--- config.mk ---
export PLATFORM = sky130hd
export DESIGN_NAME = fetch_stage
export DESIGN_NICKNAME = d
export VERILOG_FILES = /design/src/rtl/fetch_stage_pkg.sv /design/src/rtl/fetch_stage_pc_incr.sv /design/src/rtl/fetch_stage.sv
export SDC_FILE = /design/constraint.sdc
export NUM_CORES = 1
export LEC_CHECK = 0
export ABC_CLOCK_PERIOD_IN_PS = 6200
export CORE_UTILIZATION = 50
export CTS_BUF_LIST = sky130_fd_sc_hd__clkbuf_8
export DETAILED_ROUTE_END_ITERATION = 8
export GPL_ROUTABILITY_DRIVEN = 0
export GPL_TIMING_DRIVEN = 0
export PLACE_DENSITY = 0.86
export SLEW_MARGIN = 20
export SYNTH_ARGS = -nofsm -noshare
export SYNTH_HDL_FRONTEND = slang
export SYNTH_SLANG_ARGS = --single-unit
--- constraint.sdc ---
create_clock -name clock -period 6.2 [get_ports clock]
set_input_delay 0.62 -clock clock [delete_from_list [all_inputs] [get_ports clock]]
set_output_delay 0.62 -clock clock [all_outputs]
set_load 0.01 [all_outputs]
--- src/rtl/fetch_stage_pkg.sv ---
// Shared constants and FSM encoding for the single-cycle instruction fetch stage.
// Fetch addresses are 8 bits wide and wrap modulo 256.
package fetch_stage_pkg;

    localparam logic [7:0]  PC_RESET  = 8'h00;
    localparam logic [7:0]  PC_STEP   = 8'd1;
    localparam logic [15:0] COUNT_MAX = 16'hFFFF;

    typedef enum logic {
        BOOT = 1'b0,
        RUN  = 1'b1
    } fetch_state_t;

endpackage

--- src/rtl/fetch_stage_pc_incr.sv ---
// Purpose: 8-bit fetch address incrementer, wraps modulo 256.
// Latency: combinational.
// Backpressure: none.
module pc_incr
    import fetch_stage_pkg::*;
(
    input  logic [7:0] pc_in,
    output logic [7:0] pc_out
);

    assign pc_out = pc_in + PC_STEP;

endmodule

--- src/rtl/fetch_stage.sv ---
// Purpose: drives an external sync-read instruction memory and presents fetched instr/pc.
// Latency: address in cycle N -> instr valid in cycle N+1; redirect costs no bubble.
// Backpressure: stall holds pc state and re-reads the current address so q_pc stays stable.
module fetch_stage
    import fetch_stage_pkg::*;
(
    input  logic        clock,
    input  logic        reset,
    input  logic        stall,
    input  logic        redirect,
    input  logic [7:0]  redirect_pc,
    input  logic [7:0]  q_pc,
    output logic [7:0]  address_pc,
    output logic [7:0]  instr,
    output logic [7:0]  instr_pc,
    output logic        instr_valid,
    output logic [15:0] fetch_count
);

    fetch_state_t state, state_nxt;
    logic [7:0]   pc_r, pc_nxt;
    logic [7:0]   f2_pc, f2_nxt;
    logic [7:0]   incr_in, incr_out;
    logic         accept;

    // One incrementer serves both the sequential and the redirect path.
    assign incr_in = redirect ? redirect_pc : pc_r;

    pc_incr u_pc_incr (
        .pc_in  (incr_in),
        .pc_out (incr_out)
    );

    assign address_pc  = redirect ? redirect_pc : (stall ? f2_pc : pc_r);
    assign instr       = q_pc;
    assign instr_pc    = f2_pc;
    assign instr_valid = (state == RUN) && !redirect;
    assign accept      = instr_valid && !stall;

    always_comb begin
        state_nxt = state;
        pc_nxt    = pc_r;
        f2_nxt    = f2_pc;
        if (redirect) begin
            f2_nxt    = redirect_pc;
            pc_nxt    = incr_out;
            state_nxt = RUN;
        end else if (!stall) begin
            f2_nxt    = pc_r;
            pc_nxt    = incr_out;
            state_nxt = RUN;
        end
    end

    always_ff @(posedge clock) begin
        if (reset) begin
            state       <= BOOT;
            pc_r        <= PC_RESET;
            f2_pc       <= PC_RESET;
            fetch_count <= '0;
        end else begin
            state <= state_nxt;
            pc_r  <= pc_nxt;
            f2_pc <= f2_nxt;
            if (accept && (fetch_count != COUNT_MAX)) begin
                fetch_count <= fetch_count + 16'd1;
            end
        end
    end

endmodule

* After elaboration in Yosys (flattened, before gate mapping)
Index checks and enable logic that the tools add are counted.
** Storage, ports and cells
- Register bits after elaboration :: 33
- Input port bits :: 20
- Output and inout port bits :: 41
- Logic and storage cells :: 20
** Cells by class
- Add/sub/neg operators :: 2
- Equal/unequal tests :: 2
- Mux-type cells :: 7
- Reduce and logical (&&, ||, !) cells :: 5
** Operators by type and width (number)
- 8-bit 2-to-1 mux :: 5
- 16-bit by 1-bit adder with 16-bit output (second input constant) :: 1
- 16-bit != test (second input constant) :: 1
- 8-bit by 1-bit adder with 8-bit output (second input constant) :: 1
- 1-bit logical AND :: 3
- 1-bit logical NOT :: 2
- 1-bit 2-to-1 mux :: 2
- 2-bit by 1-bit != test with 1-bit output (second input constant) :: 1

* Logic depth before layout (Yosys ltp)
Gate-level depths: netlist of the first run.
- Depth in word-level cells :: 4
- Mapped depth :: 11
- Gate-level depth less buffers :: 8

* Modules after synthesis
Synthesis of the first run repeated with hierarchy kept, for this count alone.
** Unflattened totals
- Cell total of the unflattened synthesis :: 230
- Area, all modules :: 1811.7 sq um
** Modules (own cells, without submodules)
- fetch_stage :: times used 1, cells each 214, area each 1695.4 sq um, seq. area each 660.6 sq um
- pc_incr :: times used 1, cells each 16, area each 116.4 sq um, seq. area each 0.0 sq um

* Worst setup path after synthesis of the first run
Ideal clock, no wire load.
- Path kind :: input port to flip-flop
- From :: in redirect
- To :: reg pc_r[4]
- Library setup time :: 0.086 ns
- Arrival :: 2.431 ns
- Required time :: 6.114 ns
- Slack :: 3.684 ns
- Cell stages on the path :: 10
- Buffers on the path :: 3
- Path through :: buf_4 buf_2 buf_1 mux2_1 ha_1 nand4b_1 a21oi_1 xor2_1 nor2_1 a211oi_1
** On the way
- Cells in the longest elaborated chain, start to end :: 4
- Elaborated cells on any way between the ends :: 5
- Those cells by class :: add/sub (1); eq/ne (1); mux (3)
** Ends and longest elaborated chain
- start, declared :: RTL line fetch_stage.sv:10 : input logic redirect,
- 8-bit 2-to-1 mux :: RTL line fetch_stage.sv:27 : assign incr_in = redirect ? redirect_pc : pc_r;
- 8-bit by 1-bit adder with 8-bit output :: RTL line fetch_stage_pc_incr.sv:11 : assign pc_out = pc_in + PC_STEP;
- 8-bit 2-to-1 mux :: RTL line fetch_stage.sv:48 : end else if (!stall) begin
- 8-bit 2-to-1 mux :: RTL line fetch_stage.sv:44 : if (redirect) begin
- end signal, assigned :: RTL line fetch_stage.sv:63 : pc_r <= pc_nxt;
- end, declared :: RTL line fetch_stage.sv:21 : logic [7:0] pc_r, pc_nxt;
Parallel ways exist; a longest one is shown, timed or not. The select of a mux whose other input is x is not followed.
A chain may end at the register's enable or synchronous reset.

* Worst setup path in the final report of the first run
- From :: in redirect
- To :: out address_pc[1]
** On the way
- Cells in the longest elaborated chain, start to end :: 1
** Ends and longest elaborated chain
- 8-bit 2-to-1 mux :: RTL line fetch_stage.sv:34 : assign address_pc = redirect ? redirect_pc : (stall ? f2_pc : pc_r);
- end, declared :: RTL line fetch_stage.sv:13 : output logic [7:0] address_pc,
Every way passes these cells.

==> run summary, run 1 <==
IO buf count -> 51
Post-route ant nets -> 0
Final critical-path required period -> 3.37 ns
HP Class -> reg -> reg
Count leader, synth -> dfxtp_1
IO Count -> 61
RR Startpoint -> pc_r[1]
Crit-path slowest cell -> clkdlybuf4s50_1
Dpl cells -> 316
Commonest cells in the synthesized netlist -> 33 x dfxtp_1, 25 x nor2_1, 17 x nand2_1, 17 x xnor2_1
Clock sink count -> 33
Number of flops mapped to enable cells by yosys -> 0
DRC Markers -> 0
Lkg Pwr -> 0.000930 µW
Synth Area in Compound Gates -> 0.117
Final Cycle Share -> 0.544
Power Dens Cells -> 193 nW/µm²
CTS max path bufs -> 2
Register area share after synthesis -> 0.353
Crit path kind -> in -> out
Setup Viol. Count Final -> 0
Max-cap viol count -> 0
Die width -> 63.1 µm
Final Hold Vio Count -> 0
Post-Layout Cell Count -> 324
DRT Pass-1 Iters -> 4
Total core area -> 3470 µm²
Latest clock arrival within the worst-skew pair -> 0.28 ns
Largest family of logic cells by synthesized area -> simple AND/OR/NAND/NOR gates
Clock Skew -> 0.00563 ns
Status -> finished, final reports clean
Area growth syn-to-layout -> 35.8%
Simple-gate portion of the synthesized area -> 0.267
Post-layout net count -> 299
Asr flop ratio synth -> 0
# rows -> 21
Post-synthesis mux area share -> 0.0703
WP buf/inv -> 5
Area contributors post-synth -> dfxtp_1 35%, xnor2_1 8.0%, mux2i_1 6.4%, nor2_1 5.0%, buf_4 3.6%
Critical path launch point type -> primary input
Setup TNS -> 0 ns
Crit path top cell by count -> clkdlybuf4s50_1
WL final -> 4180 µm
Syn nets -> 241
Largest net degree at the start of global routing -> 11
DR WL/cell -> 12.9 µm
RSZ-0062 raised after global routing -> no
Initial antenna violation count -> 0
Vias in the first global route -> 1576
GRT Residual Overflow -> 0
Worst slew pin tran -> 0.605 ns
Setup crit end kind -> output port
DIE HEIGHT -> 63.1 µm
Vias per cell -> 5.38
FMAX -> 297 MHz
WP data required -> 5.58 ns
Synth Instances -> 219
1st-iter DRT viols -> 94
Initial Util -> 0.539
Avg Cell Area, Syn -> 8.54 µm²
CTS Hold Bufs -> 0
Share of Yosys cell area claimed by the top area cell type -> 0.353
Total GRT Usage -> 0.227
Worst VDD drop -> 0.000119 V
Max-slew violations -> 0
DP HPWL -> 2970 µm
Worst path max stage delay -> 0.56 ns
Critical Path AT -> 2.75 ns
Max-slew headroom -> 0.597
CP max FO -> 10
#FFs+latches synth -> 33
Count of cell types in the netlist -> 43
Layout cells sized above 1 -> 0.0935
Inserted Diodes -> 0
DR vias -> 1744
Worst-path clk slew -> 0.06 ns
Post-CTS setup buffers -> 0
Global-route wire length before repair -> 7120 µm
CTS root buf -> clkbuf_8
Top FF cell, synth -> dfxtp_1
Synth area leader -> dfxtp_1
CTS tree -> done
Critical Path Start -> redirect
Xor/xnor share of the synthesized area -> 0.108
Die area -> 3990 µm²
Hold path start -> state
TritonCTS Buffers -> 5
PostCTS Resize Cnt -> 0
CP Cell Sequence -> clkdlybuf4s50_1 -> buf_4 -> buf_2 -> buf_1 -> nand2_1 -> o21ai_1 -> clkdlybuf4s50_1
Worst hold slack -> 0.513 ns
Synthesized area -> 1870 µm²
Largest delay share family, worst path -> buffers and inverters
Yosys synthesis warning count -> 0
H-tree levels -> 2
Post-synthesis adder-cell area fraction -> 0.0134
-- worst paths after layout --
check                  endpoint  slack (ns)  cells after the start
setup reg to reg        pc_r[6]        4.37                      8
hold reg to reg           state        0.51                      2
hold / removal            state        0.51                      2
setup / recovery  address_pc[1]        2.83                      7
-- cell type report --
cell class	instances	area, µm²
inverter	3	11.3
buffer	19	121
tap	46	57.6
multi-input combinational	164	1080
timing repair buffer	51	510
clock inverter	1	5.00
clock buffer	7	96.3
fill	262	930
sequential	33	661
-- cells by family after synthesis --
family | count (synthesis)
and+or+nand+nor | 91
adders and majority gates | 2
muxes | 13
xor gates and xnor gates | 23
DFF | 33
AOI/OAI and AO/OA | 35
buffers and inverters | 22
-- layout by cell type, fill, tap and decap left out, types with 8 or more instances in the layout --
cell / synthesis / final
nand3_1: 9 / 9
buf_4: 9 / 9
nor2b_1: 10 / 10
clkdlybuf4s50_1: 0 / 51
o21ai_1: 8 / 8
nand2_1: 17 / 17
nor2_1: 25 / 25
dfxtp_1: 33 / 33
mux2i_1: 12 / 12
a21oi_1: 12 / 12
xnor2_1: 17 / 17
-- registers in the layout, summed over array words and instances (netlist names) --
name and count:
pc_r 8, fetch_count 16, instr_pc 8, state 1
-- layer usage --
metal | wire length (µm) | vias up | global-route usage
met5 | 0 | - | 0
met4 | 21 | 0 | 0.113
met3 | 230 | 2 | 0.0417
met2 | 1850 | 65 | 0.356
met1 | 2080 | 794 | 0.296
li1 | - | 883 | -
-- worst min-delay path, cell delays in order, from the launching register on --
cell	delay, ns
dfxtp_1	0.33
nor2_1	0.10
nor2_1	0.04
-- power by group --
group | switching (µW) | internal [µW]
Sequential | 7.10 | 220
Clock | 77.6 | 100
Combinational | 38.2 | 46.0
Total | 123 | 367
-- metrics by stage --
stage | util | total power, µW | cell area (µm²) | setup WS, ns
floorplan | - | 277 | 1870 | 3.68
global placement | 0.703 | 314 | 2440 | 2.80
detailed placement | 0.703 | 316 | 2440 | 2.81
CTS | 0.732 | 494 | 2540 | 2.81
global route | 0.732 | 515 | 2540 | 2.67
finish | 0.732 | 490 | 2540 | 2.83
Power figures use the tool's default switching activity.
==> run 2: changes to the inputs <==
--- a/config.mk
+++ b/config.mk
@@ -5,13 +5,13 @@
 export SDC_FILE = /design/constraint.sdc
 export NUM_CORES = 1
 export LEC_CHECK = 0
-export ABC_CLOCK_PERIOD_IN_PS = 6200
-export CORE_UTILIZATION = 50
+export ABC_CLOCK_PERIOD_IN_PS = 3450
+export CORE_UTILIZATION = 47
 export CTS_BUF_LIST = sky130_fd_sc_hd__clkbuf_8
 export DETAILED_ROUTE_END_ITERATION = 8
 export GPL_ROUTABILITY_DRIVEN = 0
 export GPL_TIMING_DRIVEN = 0
-export PLACE_DENSITY = 0.86
+export PLACE_DENSITY = 0.81
 export SLEW_MARGIN = 20
 export SYNTH_ARGS = -nofsm -noshare
 export SYNTH_HDL_FRONTEND = slang
==> constraint.sdc (replaced) <==
create_clock -name clock -period 3.45 [get_ports clock]
set_input_delay 0.345 -clock clock [delete_from_list [all_inputs] [get_ports clock]]
set_output_delay 0.345 -clock clock [all_outputs]
set_load 0.01 [all_outputs]
==> run summary, run 2 (synthesized netlist as in run 1, its figures left out) <==
CP Depth -> 12
Critical Path AT -> 3.11 ns
Die width -> 65.1 µm
Layout cells sized above 1 -> 0.0899
Area growth syn-to-layout -> 34.9%
Initial Util -> 0.499
Worst hold path stage count -> 4
Total GRT Usage -> 0.217
IO Count -> 61
Inserted Diodes -> 0
Vias per cell -> 5.34
Max reg flops -> 16
Max-slew violations -> 0
Lkg Pwr -> 0.000925 µW
CTS Hold Bufs -> 0
GRT Residual Overflow -> 0
Flop-to-flop setup slack -> 1.62 ns
Setup ws final -> 0.553 ns
DR WL/cell -> 12.8 µm
Critical Path Start -> redirect
Post-CTS setup buffers -> 0
IO buf count -> 51
Status -> finished, final reports clean
1st-iter DRT viols -> 122
Post-layout net count -> 299
WL final -> 4180 µm
PostCTS Resize Cnt -> 0
Biggest register -> fetch_count
CP Cell Sequence -> clkdlybuf4s50_1 -> buf_4 -> buf_2 -> buf_1 -> nand2_1 -> o21ai_1 -> ha_1 -> nand4b_1 -> a221oi_1 -> xor2_1 -> nand2_1 -> a21oi_1
Clock Skew -> 0.00384 ns
Crit path kind -> in -> reg
Power Dens Cells -> 332 nW/µm²
Critical path launch point type -> primary input
Total core area -> 3740 µm²
Final critical-path required period -> 2.90 ns
Clock sink count -> 33
DP HPWL -> 3050 µm
CTS tree -> done
CP max FO -> 10
FF-to-FF path depth -> 8
FMAX -> 345 MHz
WP buf/inv -> 4
CTS max path bufs -> 2
RSZ-0062 raised after global routing -> no
HP Class -> in -> reg
Most frequent cells in the layout -> 51 x clkdlybuf4s50_1, 33 x dfxtp_1, 25 x nor2_1
Worst VDD drop -> 0.000232 V
Global-route wire length before repair -> 7020 µm
Final Cycle Share -> 0.840
Most common cell after layout, fill and taps aside -> clkdlybuf4s50_1
Fin util -> 0.674
Critical Path Sink -> pc_r[6]
DR vias -> 1741
Max-slew headroom -> 0.583
# rows -> 22
DIE HEIGHT -> 65.1 µm
RR Startpoint -> pc_r[1]
WP data required -> 3.66 ns
CTS root buf -> clkbuf_8
H-tree levels -> 2
Largest delay share family, worst path -> buffers and inverters
Max-cap viol count -> 0
Post-route ant nets -> 0
Worst path max stage delay -> 0.48 ns
Worst slew pin tran -> 0.625 ns
Final Hold Vio Count -> 0
TritonCTS Buffers -> 5
Die area -> 4230 µm²
Reg2reg end -> pc_r[6]
Setup crit end kind -> flop
Setup Viol. Count Final -> 0
DRC Markers -> 0
Worst-path clk slew -> 0.07 ns
Setup TNS -> 0 ns
Crit-path slowest cell -> clkdlybuf4s50_1
Largest net degree at the start of global routing -> 11
Latest clock arrival within the worst-skew pair -> 0.28 ns
DRT Pass-1 Iters -> 4
Crit path top cell by count -> nand2_1
Initial antenna violation count -> 0
Pre-CTS setup slack -> 0.310 ns
Vias in the first global route -> 1600
## run 2: worst min-delay path by stage
stage / start / to / slack [ns]
after floorplan: reset / instr_pc[5] / 0.42
after global placement: state / state / 0.50
after detailed placement: state / state / 0.50
after CTS: stall / pc_r[2] / 0.50
after global routing: stall / pc_r[2] / 0.51
final: stall / pc_r[2] / 0.49
## run 2: layout make-up
| cell class | count | area (µm²) |
|---|---|---|
| fillers | 331 | 1220 |
| multi-input cells | 164 | 1080 |
| flip-flops and latches | 33 | 661 |
| repair buffers | 51 | 510 |
| plain buffers | 19 | 121 |
| clock buffers | 5 | 68.8 |
| well taps | 48 | 60.1 |
| clock inverters | 3 | 13.8 |
| inverters | 3 | 11.3 |
## run 2: metrics by stage
stage	std cells	hold slack (ns)	total power (µW)	instance area (µm²)
after floorplan	219	0.417	498	1870
after global placement	318	0.499	566	2440
after detailed placement	318	0.501	569	2440
after CTS	326	0.497	846	2520
after global routing	326	0.510	877	2520
final	326	0.495	839	2520
## run 2: routing by layer
metal,part of all wire,GRT usage
met3,0.056,0.0528
met2,0.45,0.354
met1,0.48,0.272
met4,0.015,0.0897
met5,0,0
## run 2: tightest hold or removal path, stage by stage
cell and delay (ns):
buf_6 0.12, nor2b_1 0.06, xnor2_1 0.13, a211oi_1 0.07
## run 2: power breakdown
part	internal, µW	total, µW	switching (µW)	leakage [µW]
registers	396	409	12.8	0.000270
logic	82.8	151	68.6	0.000606
clock network	137	278	141	0.0000491
total	616	839	223	0.000925
==> run 3: changes to the inputs <==
--- a/config.mk
+++ b/config.mk
@@ -5,13 +5,13 @@
 export SDC_FILE = /design/constraint.sdc
 export NUM_CORES = 1
 export LEC_CHECK = 0
-export ABC_CLOCK_PERIOD_IN_PS = 3450
-export CORE_UTILIZATION = 47
+export ABC_CLOCK_PERIOD_IN_PS = 2300
+export CORE_UTILIZATION = 43
 export CTS_BUF_LIST = sky130_fd_sc_hd__clkbuf_8
 export DETAILED_ROUTE_END_ITERATION = 8
 export GPL_ROUTABILITY_DRIVEN = 0
 export GPL_TIMING_DRIVEN = 0
-export PLACE_DENSITY = 0.81
+export PLACE_DENSITY = 0.79
 export SLEW_MARGIN = 20
 export SYNTH_ARGS = -nofsm -noshare
 export SYNTH_HDL_FRONTEND = slang
==> constraint.sdc (replaced) <==
create_clock -name clock -period 2.3 [get_ports clock]
set_input_delay 0.23 -clock clock [delete_from_list [all_inputs] [get_ports clock]]
set_output_delay 0.23 -clock clock [all_outputs]
set_load 0.01 [all_outputs]
==> run summary, run 3 (synthesized netlist as in run 1, its figures left out) <==
Max-cap viol count -> 0
Max-slew violations -> 0
1st-iter DRT viols -> 91
Clock Skew -> 0.00629 ns
DR WL/cell -> 13.5 µm
Worst VDD drop -> 0.000242 V
Final Cycle Share -> 0.897
Clock sink count -> 33
Max-slew headroom -> 0.547
Worst slew pin tran -> 0.680 ns
Final Hold Vio Count -> 0
WP data required -> 2.07 ns
TritonCTS Buffers -> 5
Latest clock arrival within the worst-skew pair -> 0.29 ns
Final critical-path required period -> 2.06 ns
Max reg flops -> 16
Post-Place Cell Area -> 2440 µm²
Total GRT Usage -> 0.207
Post-layout net count -> 302
WL final -> 4450 µm
DR vias -> 1769
Final Cell Area -> 2590 µm²
Crit-path slowest cell -> clkdlybuf4s50_1
RSZ-0062 raised after global routing -> no
Post-Layout Cell Count -> 331
Worst-path clk slew -> 0.07 ns
Initial antenna violation count -> 0
GRT Residual Overflow -> 0
Status -> finished, final reports clean
Post-route ant nets -> 0
Area growth syn-to-layout -> 38.8%
Setup crit end kind -> output port
CTS tree -> done
Dpl cells -> 320
Flop-to-flop setup slack -> 0.42 ns
Most frequent cells in the layout -> 50 x clkdlybuf4s50_1, 33 x dfxtp_1, 25 x nor2_1
H-tree levels -> 2
Critical Path AT -> 1.83 ns
Die area -> 4620 µm²
Global-route wire length before repair -> 7140 µm
CP Cell Sequence -> buf_6 -> clkbuf_1 -> mux2i_1 -> o21ai_1 -> clkdlybuf4s50_1
Most common cell after layout, fill and taps aside -> clkdlybuf4s50_1
Critical path launch point type -> primary input
Layout cells sized above 1 -> 0.117
Crit path kind -> in -> out
IO buf count -> 51
CTS max path bufs -> 2
FMAX -> 485 MHz
DRC Markers -> 0
Worst path max stage delay -> 0.56 ns
WP buf/inv -> 3
Biggest register -> fetch_count
Initial Util -> 0.457
HP Class -> in -> reg
IO Count -> 61
# rows -> 23
Total core area -> 4090 µm²
Setup Viol. Count Final -> 0
Die width -> 67.9 µm
Power Dens Cells -> 492 nW/µm²
Inserted Diodes -> 0
DIE HEIGHT -> 67.9 µm
Lkg Pwr -> 0.000963 µW
CP max FO -> 10
CTS root buf -> clkbuf_8
DP HPWL -> 3190 µm
DRT Pass-1 Iters -> 4
Vias per cell -> 5.34
Largest net degree at the start of global routing -> 11
Largest delay share family, worst path -> buffers and inverters
Vias in the first global route -> 1610
==> run 3: layout make-up <==
| cell class | instances | area [µm²] |
|---|---|---|
| Buffer | 19 | 154 |
| Clock buffer | 5 | 68.8 |
| Clock inverter | 3 | 13.8 |
| Fill cell | 372 | 1490 |
| Inverter | 3 | 11.3 |
| Multi-Input combinational cell | 164 | 1090 |
| Sequential cell | 33 | 661 |
| Tap cell | 50 | 62.6 |
| Timing Repair Buffer | 54 | 536 |
==> run 3: path summary, 6_finish.rpt <==
check,to,cells past startpoint,from
min reg2reg,state,2,state
max,address_pc[6],5,stall
max reg2reg,pc_r[6],8,pc_r[1]
min,pc_r[2],4,stall
==> run 3: per-layer routing <==
layer  track usage  routed length (µm)
met3        0.0383                 219
met5             0                   0
met2         0.322                2150
met4        0.0911                  38
met1         0.275                2040
==> run 3: timing repair <==
action                     in CTS  in global routing
resized for setup              10                  5
setup buffers                   0                  3
pin swaps                       2                  3
setup endpoints to repair      11                  3
hold buffers                    0                  0
==> run 3: where the power goes <==
part           switching (µW)  leakage, µW  internal, µW  total [µW]
Combinational             107     0.000644           134         241
Clock                     216    0.0000491           205         421
Sequential               20.1     0.000270           594         614
==> run 3: worst min-delay path: cells and delay by family <==
| kind | cells | cell delay, ns |
|---|---|---|
| AO/OA/AOI/OAI | 1 | 0.06 |
| XOR/XNOR | 1 | 0.13 |
| AND/OR/NAND/NOR | 1 | 0.06 |
| buffers and inverters | 1 | 0.12 |
==> run 3: per-stage QoR <==
step | total power, µW | hold slack [ns] | util | setup TNS, ns | setup WS (ns)
after CTS | 1280 | 0.368 | 0.625 | 0 | 0.0169
after global placement | 849 | 0.502 | 0.598 | -3.76 | -0.715
after floorplan | 747 | 0.302 | - | 0 | 0.174
after global routing | 1340 | 0.410 | 0.635 | 0 | 0.144
final | 1280 | 0.364 | 0.635 | 0 | 0.236
after detailed placement | 854 | 0.499 | 0.598 | -3.96 | -0.779
